--- config.mk ---
export PLATFORM = sky130hd
export DESIGN_NAME = multicycle_cpu_flat
export DESIGN_NICKNAME = d
export VERILOG_FILES = /design/src/rtl/multicycle_cpu_if.sv /design/src/rtl/multicycle_cpu.sv /design/src/flat_wrapper.sv
export SDC_FILE = /design/constraint.sdc
export NUM_CORES = 2
export LEC_CHECK = 0
export ABC_AREA = 1
export CORE_ASPECT_RATIO = 0.9
export CORE_MARGIN = 2
export CORE_UTILIZATION = 25
export CTS_BUF_LIST = sky130_fd_sc_hd__clkbuf_2
export CTS_CLUSTER_DIAMETER = 50
export DETAILED_ROUTE_END_ITERATION = 10
export PLACE_DENSITY = 0.47
export SYNTH_ARGS = -nofsm -noshare
export SYNTH_HDL_FRONTEND = slang
export SYNTH_SLANG_ARGS = --single-unit
--- constraint.sdc ---
create_clock -name clk -period 2.75 [get_ports clk]
set_input_delay 0.55 -clock clk [delete_from_list [all_inputs] [get_ports clk]]
set_output_delay 0.55 -clock clk [all_outputs]
set_load 0.02 [all_outputs]
--- src/rtl/multicycle_cpu_if.sv ---
// Single-port memory bus between the core (master) and an external memory (slave).
// A request is held until mem_ready is seen; read data is valid in that same cycle.
interface multicycle_cpu_if #(
  parameter int DATA_WIDTH = 32,
  parameter int ADDR_WIDTH = 11
);
  logic                  mem_req;
  logic                  mem_we;
  logic [ADDR_WIDTH-1:0] mem_addr;
  logic [DATA_WIDTH-1:0] mem_wdata;
  logic                  mem_ready;
  logic [DATA_WIDTH-1:0] mem_rdata;

  modport master (
    output mem_req, mem_we, mem_addr, mem_wdata,
    input  mem_ready, mem_rdata
  );

  modport slave (
    input  mem_req, mem_we, mem_addr, mem_wdata,
    output mem_ready, mem_rdata
  );
endinterface

--- src/rtl/multicycle_cpu.sv ---
// Parametrised multicycle core: FETCH/DECODE/EXECUTE/MEMORY/WRITEBACK over an external
// request/ready memory; stages are skipped per instruction type, memory waits stall.
module multicycle_cpu #(
  parameter int DATA_WIDTH = 32,
  parameter int REG_COUNT  = 32,
  parameter int ADDR_WIDTH = 11
) (
  input  logic                  clk,
  input  logic                  rst,
  multicycle_cpu_if.master      mem,
  output logic [ADDR_WIDTH-1:0] pc_value,
  output logic                  instr_retired,
  output logic                  halted,
  output logic                  illegal_op
);
  localparam int IDX_W = (REG_COUNT > 1) ? $clog2(REG_COUNT) : 1;

  localparam logic [4:0] OP_NOP   = 5'd0;
  localparam logic [4:0] OP_LOADI = 5'd1;
  localparam logic [4:0] OP_LOAD  = 5'd2;
  localparam logic [4:0] OP_STORE = 5'd3;
  localparam logic [4:0] OP_ADD   = 5'd4;
  localparam logic [4:0] OP_SUB   = 5'd5;
  localparam logic [4:0] OP_AND   = 5'd6;
  localparam logic [4:0] OP_OR    = 5'd7;
  localparam logic [4:0] OP_BEQ   = 5'd8;
  localparam logic [4:0] OP_JMP   = 5'd9;
  localparam logic [4:0] OP_HALT  = 5'd10;

  typedef enum logic [2:0] {
    S_FETCH, S_DECODE, S_EXECUTE, S_MEMORY, S_WRITEBACK, S_HALTED
  } state_t;

  state_t                state_q, state_d;
  logic [ADDR_WIDTH-1:0] pc_q, pc_d, npc_q, npc_d;
  logic [31:0]           ir_q, ir_d;
  logic [DATA_WIDTH-1:0] a_q, a_d, b_q, b_d, res_q, res_d;
  logic                  ill_q, ill_d;
  logic [DATA_WIDTH-1:0] regs_q [REG_COUNT];

  logic [4:0]            op;
  logic [IDX_W-1:0]      rd_idx, rs0_idx, rs1_idx, idx_a, idx_b;
  logic [DATA_WIDTH-1:0] opnd_a, opnd_b;
  logic [ADDR_WIDTH-1:0] br_tgt, jmp_tgt;
  logic                  wb_en, req_c, we_c, retired_c;
  logic [ADDR_WIDTH-1:0] addr_c;
  logic [DATA_WIDTH-1:0] wdata_c;

  assign op      = ir_q[31:27];
  assign rd_idx  = ir_q[22 +: IDX_W];
  assign rs0_idx = ir_q[17 +: IDX_W];
  assign rs1_idx = ir_q[12 +: IDX_W];

  // BEQ compares the rd and rs0 fields instead of rs0 and rs1
  assign idx_a  = (op == OP_BEQ) ? rd_idx  : rs0_idx;
  assign idx_b  = (op == OP_BEQ) ? rs0_idx : rs1_idx;
  assign opnd_a = (idx_a == '0) ? '0 : regs_q[idx_a];
  assign opnd_b = (idx_b == '0) ? '0 : regs_q[idx_b];

  assign br_tgt  = ADDR_WIDTH'(32'(pc_q) + {{15{ir_q[16]}}, ir_q[16:0]});
  assign jmp_tgt = ADDR_WIDTH'({10'b0, ir_q[21:0]});

  always_comb begin
    state_d   = state_q;
    pc_d      = pc_q;
    npc_d     = npc_q;
    ir_d      = ir_q;
    a_d       = a_q;
    b_d       = b_q;
    res_d     = res_q;
    ill_d     = ill_q;
    wb_en     = 1'b0;
    req_c     = 1'b0;
    we_c      = 1'b0;
    addr_c    = '0;
    wdata_c   = '0;
    retired_c = 1'b0;
    case (state_q)
      S_FETCH: begin
        req_c  = 1'b1;
        addr_c = pc_q;
        if (mem.mem_ready) begin
          ir_d    = mem.mem_rdata[31:0];
          state_d = S_DECODE;
        end
      end
      S_DECODE: begin
        a_d     = opnd_a;
        b_d     = opnd_b;
        state_d = S_EXECUTE;
      end
      S_EXECUTE: begin
        npc_d = pc_q + ADDR_WIDTH'(1);
        case (op)
          OP_LOADI: res_d = DATA_WIDTH'(ir_q[21:0]);
          OP_ADD:   res_d = a_q + b_q;
          OP_SUB:   res_d = a_q - b_q;
          OP_AND:   res_d = a_q & b_q;
          OP_OR:    res_d = a_q | b_q;
          OP_BEQ:   if (a_q == b_q) npc_d = br_tgt;
          OP_JMP:   npc_d = jmp_tgt;
          OP_NOP, OP_LOAD, OP_STORE, OP_HALT: ;
          default:  ill_d = 1'b1;
        endcase
        state_d = (op == OP_LOAD || op == OP_STORE) ? S_MEMORY : S_WRITEBACK;
      end
      S_MEMORY: begin
        req_c   = 1'b1;
        we_c    = (op == OP_STORE);
        addr_c  = a_q[ADDR_WIDTH-1:0];
        wdata_c = b_q;
        if (mem.mem_ready) begin
          if (op == OP_LOAD) res_d = mem.mem_rdata;
          state_d = S_WRITEBACK;
        end
      end
      S_WRITEBACK: begin
        retired_c = 1'b1;
        wb_en = (rd_idx != '0) &&
                (op == OP_LOADI || op == OP_LOAD || op == OP_ADD ||
                 op == OP_SUB || op == OP_AND || op == OP_OR);
        if (op == OP_HALT) begin
          state_d = S_HALTED;
        end else begin
          pc_d    = npc_q;
          state_d = S_FETCH;
        end
      end
      S_HALTED: ;
      default: state_d = S_FETCH;
    endcase
  end

  always_ff @(posedge clk or negedge rst) begin
    if (!rst) begin
      state_q <= S_FETCH;
      pc_q    <= '0;
      npc_q   <= '0;
      ir_q    <= '0;
      a_q     <= '0;
      b_q     <= '0;
      res_q   <= '0;
      ill_q   <= 1'b0;
    end else begin
      state_q <= state_d;
      pc_q    <= pc_d;
      npc_q   <= npc_d;
      ir_q    <= ir_d;
      a_q     <= a_d;
      b_q     <= b_d;
      res_q   <= res_d;
      ill_q   <= ill_d;
    end
  end

  always_ff @(posedge clk or negedge rst) begin
    if (!rst) begin
      for (int i = 0; i < REG_COUNT; i++) regs_q[i] <= '0;
    end else if (wb_en) begin
      regs_q[rd_idx] <= res_q;
    end
  end

  // Reset sits in FETCH, so the request is masked while rst is held low.
  assign mem.mem_req   = req_c & rst;
  assign mem.mem_we    = we_c;
  assign mem.mem_addr  = addr_c;
  assign mem.mem_wdata = wdata_c;

  assign pc_value      = pc_q;
  assign instr_retired = retired_c;
  assign halted        = (state_q == S_HALTED);
  assign illegal_op    = ill_q;
endmodule

--- src/flat_wrapper.sv ---
// flat-port wrapper written by rule: the top's interface ports become plain ports
module multicycle_cpu_flat 
#(
  parameter int DATA_WIDTH = 32,
  parameter int REG_COUNT  = 32,
  parameter int ADDR_WIDTH = 11
)
  (clk, rst, pc_value, instr_retired, halted, illegal_op, mem_mem_req, mem_mem_we, mem_mem_addr, mem_mem_wdata, mem_mem_ready, mem_mem_rdata);
  multicycle_cpu_if #(.DATA_WIDTH(DATA_WIDTH), .ADDR_WIDTH(ADDR_WIDTH)) mem_i ();
  input  logic clk;
  input  logic rst;
  output logic [ADDR_WIDTH-1:0] pc_value;
  output logic instr_retired;
  output logic halted;
  output logic illegal_op;
  output wire logic [$bits(mem_i.mem_req)-1:0] mem_mem_req;
  output wire logic [$bits(mem_i.mem_we)-1:0] mem_mem_we;
  output wire logic [$bits(mem_i.mem_addr)-1:0] mem_mem_addr;
  output wire logic [$bits(mem_i.mem_wdata)-1:0] mem_mem_wdata;
  input wire logic [$bits(mem_i.mem_ready)-1:0] mem_mem_ready;
  input wire logic [$bits(mem_i.mem_rdata)-1:0] mem_mem_rdata;
  assign mem_mem_req = mem_i.mem_req;
  assign mem_mem_we = mem_i.mem_we;
  assign mem_mem_addr = mem_i.mem_addr;
  assign mem_mem_wdata = mem_i.mem_wdata;
  assign mem_i.mem_ready = mem_mem_ready;
  assign mem_i.mem_rdata = mem_mem_rdata;
  multicycle_cpu #(.DATA_WIDTH(DATA_WIDTH), .REG_COUNT(REG_COUNT), .ADDR_WIDTH(ADDR_WIDTH)) u_core (.clk(clk), .rst(rst), .mem(mem_i), .pc_value(pc_value), .instr_retired(instr_retired), .halted(halted), .illegal_op(illegal_op));
endmodule
==> impl_metrics.tcl <==
set metrics [dict create \
    status "finished with violations" \
    violations "setup timing" \
    fin_crit_sh_pct 129 \
    seq_area_frac_synth_pct 42.1 \
    use_met1_pct 33.8 \
    drive_gt1_share_pct 22.6 \
    yosys.area.top_type "dfrtp_1" \
    max_freq_mhz 281 \
    numCtsBuffers 348 \
    cts_buffer_depth 4 \
    netlist.area_leader.share_pct 42.1 \
    cts_tree "done" \
    start_util_pct 25.1 \
    grt_usage_pct 24.0 \
    clock-sinks 1178 \
    tightest_slew_ns 1.10 \
    grtUsageMet3_pct 5.19 \
    worstSetupPathType "flip-flop to primary output" \
    utilization_pct 33.9 \
    num_io_pins 94 \
    vias 79002 \
    grt_pass1_vias 72216 \
    crit_path_start_kind "flip-flop" \
    fin_cells 15080 \
    finalHoldViolCount 0 \
    synth_edf_count 0 \
    drt_iter0_markers 10786 \
    fp.dieW_microns 562 \
    setup_ws_ns -0.806 \
    syn_area_per_cell_sq_um 6.81 \
    ant_nets 0 \
    crit_fanout 5 \
    routedWlPerCell_microns 24.7 \
    regToRegStartpoint "u_core.ir_q[29]" \
    rsz0062_at_grt "true" \
    port_buffers 93 \
    setup_viol 121 \
    gp_congestion 0.947 \
    route.detailed.drc 0 \
    place_ws_ns -0.402 \
    cts_root_buffer "clkbuf_2" \
    cp.arrival_ns 3.01 \
    synth_fp_nets 10423 \
    viasPerCell 5.24 \
    hp-start "mem_mem_rdata[27]" \
    hold_class "input pin to flip-flop" \
    grt_overflow 0 \
    synth.area.top_cells "dfrtp_1, nand2_1, nand3_1, o21ai_1, buf_2" \
    dp.cells 14044 \
    antenna_found_initial 13 \
    clkTransAtPathRegs_ns 0.09 \
    placed_area_sq_mm 0.0807 \
    p_leak_nw 43.6 \
    met2_usage_pct 35.3 \
    pwr_density_cell_mw_per_mm2 1230 \
    cp-end-kind "primary output" \
    synth_cells 10271 \
    fin_skew_ns 0.211 \
    grt_max_degree 149 \
    row_count 184 \
    grt_pass1_wl_microns 508000 \
    busiest_layer "met2" \
    layout_common_cells "nand2_1, nand3_1, dfrtp_1, o21ai_1, buf_4" \
    first_pass_iters 7 \
    cts-htree-levels 5 \
    crit_required_ns 2.20 \
    routed_wl_microns 373000 \
    ys.flop_type "dfrtp_1" \
    critPathLaunch "u_core.state_q[1]" \
    peakVddDrop_uv 704 \
    yosysWarnings 0 \
    nNetsFinal 11250 \
    ys_async_sr_fraction_pct 100 \
    synthesis.area_sq_mm 0.0700 \
    dieArea_sq_mm 0.284 \
    final_area_sq_mm 0.0946 \
    synth_cell_types 52 \
    period_needed_ns 3.56 \
    drv_cap 0 \
    slew_violations 0 \
    core_area_sq_mm 0.279 \
    dp_hpwl_microns 225000 \
    synthToLayoutAreaGrowth_pct 35.1 \
    mostFrequentLayoutCell "nand2_1" \
    insertion_delay_ns 1.71 \
    maxSlewHeadroom_pct 26.3 \
    synth-seq-cells 1178 \
    die_h_microns 506 \
]
## state kept, by name, summed over array words and instances (netlist names)
| signal | count |
|---|---|
| u_core.ir_q | 32 |
| u_core.regs_q | 1024 |
| u_core.b_q | 32 |
| u_core.res_q | 32 |
| u_core.a_q | 32 |
| u_core.state_q | 3 |
| u_core.illegal_op | 1 |
| u_core.pc_value | 11 |
| u_core.npc_q | 11 |
## what timing repair did
| action | in CTS | in global routing |
|---|---|---|
| cloned | 14 | 85 |
| gates resized for setup | 435 | 1034 |
| pin swaps | 16 | 330 |
| setup buffers | 41 | 252 |
| endpoints found under the hold margin | 1245 | 0 |
| hold buffers | 46 | 0 |
| endpoints found under the setup margin | 116 | 180 |
## per-layer routing
metal	wire (microns)	part of all wire (%)
met5	36	0.0097
met4	17100	4.6
met3	39500	11
met2	157000	42
met1	160000	43
## area by class of cell
type	instances	area (sq um)
fill	29616	184000
timing repair buffer	1286	16300
multi-input combinational	7819	39200
timing repair inverter	1	7.51
clock buffer	514	2570
tap	3720	4650
clock inverter	90	487
sequential	1178	29500
inverter	464	1780
antenna	8	20.0
## through the flow
step | TNS [ns] | power, W | hold slack [ns]
global placement | -5.40 | 0.0828 | 0.385
floorplan | 0 | 0.0527 | 0.254
global route | -51.12 | 0.122 | 0.136
finish | -40.12 | 0.117 | 0.157
CTS | -43.19 | 0.0996 | 0.0201
detailed placement | -5.53 | 0.0826 | 0.388
## critical path: stages (launching register included)
cell        delay, ns
dfrtp_1          0.42
buf_6            0.14
nor2_4           0.07
inv_2            0.05
nor2_4           0.17
clkinvlp_4       0.20
o22ai_2          0.18
buf_6            0.15
## synthesized netlist by cell type (5+ instances only)
library cell / count
nor4_4: 5
o21ai_1: 672
nand4_1: 17
inv_1: 431
nor2_1: 215
a22oi_1: 10
o21bai_1: 6
buf_2: 463
clkbuf_1: 301
o22ai_1: 27
o211ai_1: 38
buf_1: 42
nor2_2: 7
a211oi_1: 15
nor3_1: 20
xor2_1: 14
mux2_2: 6
ha_1: 114
nand2_4: 21
a21oi_1: 233
a21boi_0: 14
nand3_1: 1651
nand2_1: 4283
dfrtp_1: 1178
o21ai_0: 405
inv_2: 31
## worst paths after layout
kind / slack (ns) / to / cells after the start
worst min-delay path: 0.16 / u_core.ir_q[27] / 4
worst min register to register: 0.41 / u_core.regs_q[1023] / 0
max in group asynchronous: 1.07 / u_core.regs_q[373] / 7
worst max register to register: -0.22 / u_core.a_q[24] / 21
min in group asynchronous: 0.44 / u_core.regs_q[165] / 5
worst max-delay path: -0.81 / mem_mem_addr[9] / 7
## cell families after synthesis
logic type / after synthesis / synth area share (%)
simple gates: 6239 / 37.0
mux: 6 / 0.0965
xor+xnor: 15 / 0.188
buf+inv: 1274 / 7.68
fa+ha+maj: 117 / 2.12
flops: 1178 / 42.1
compound gates: 1442 / 10.8
## report_power, final
group          switching, W  total (W)  leakage [nW]  internal [W]
registers           0.00224     0.0221          16.1        0.0198
logic                0.0498     0.0807          25.1        0.0309
clock network       0.00871     0.0141          2.37       0.00534
No activity file was read; power rests on OpenSTA's default activity.
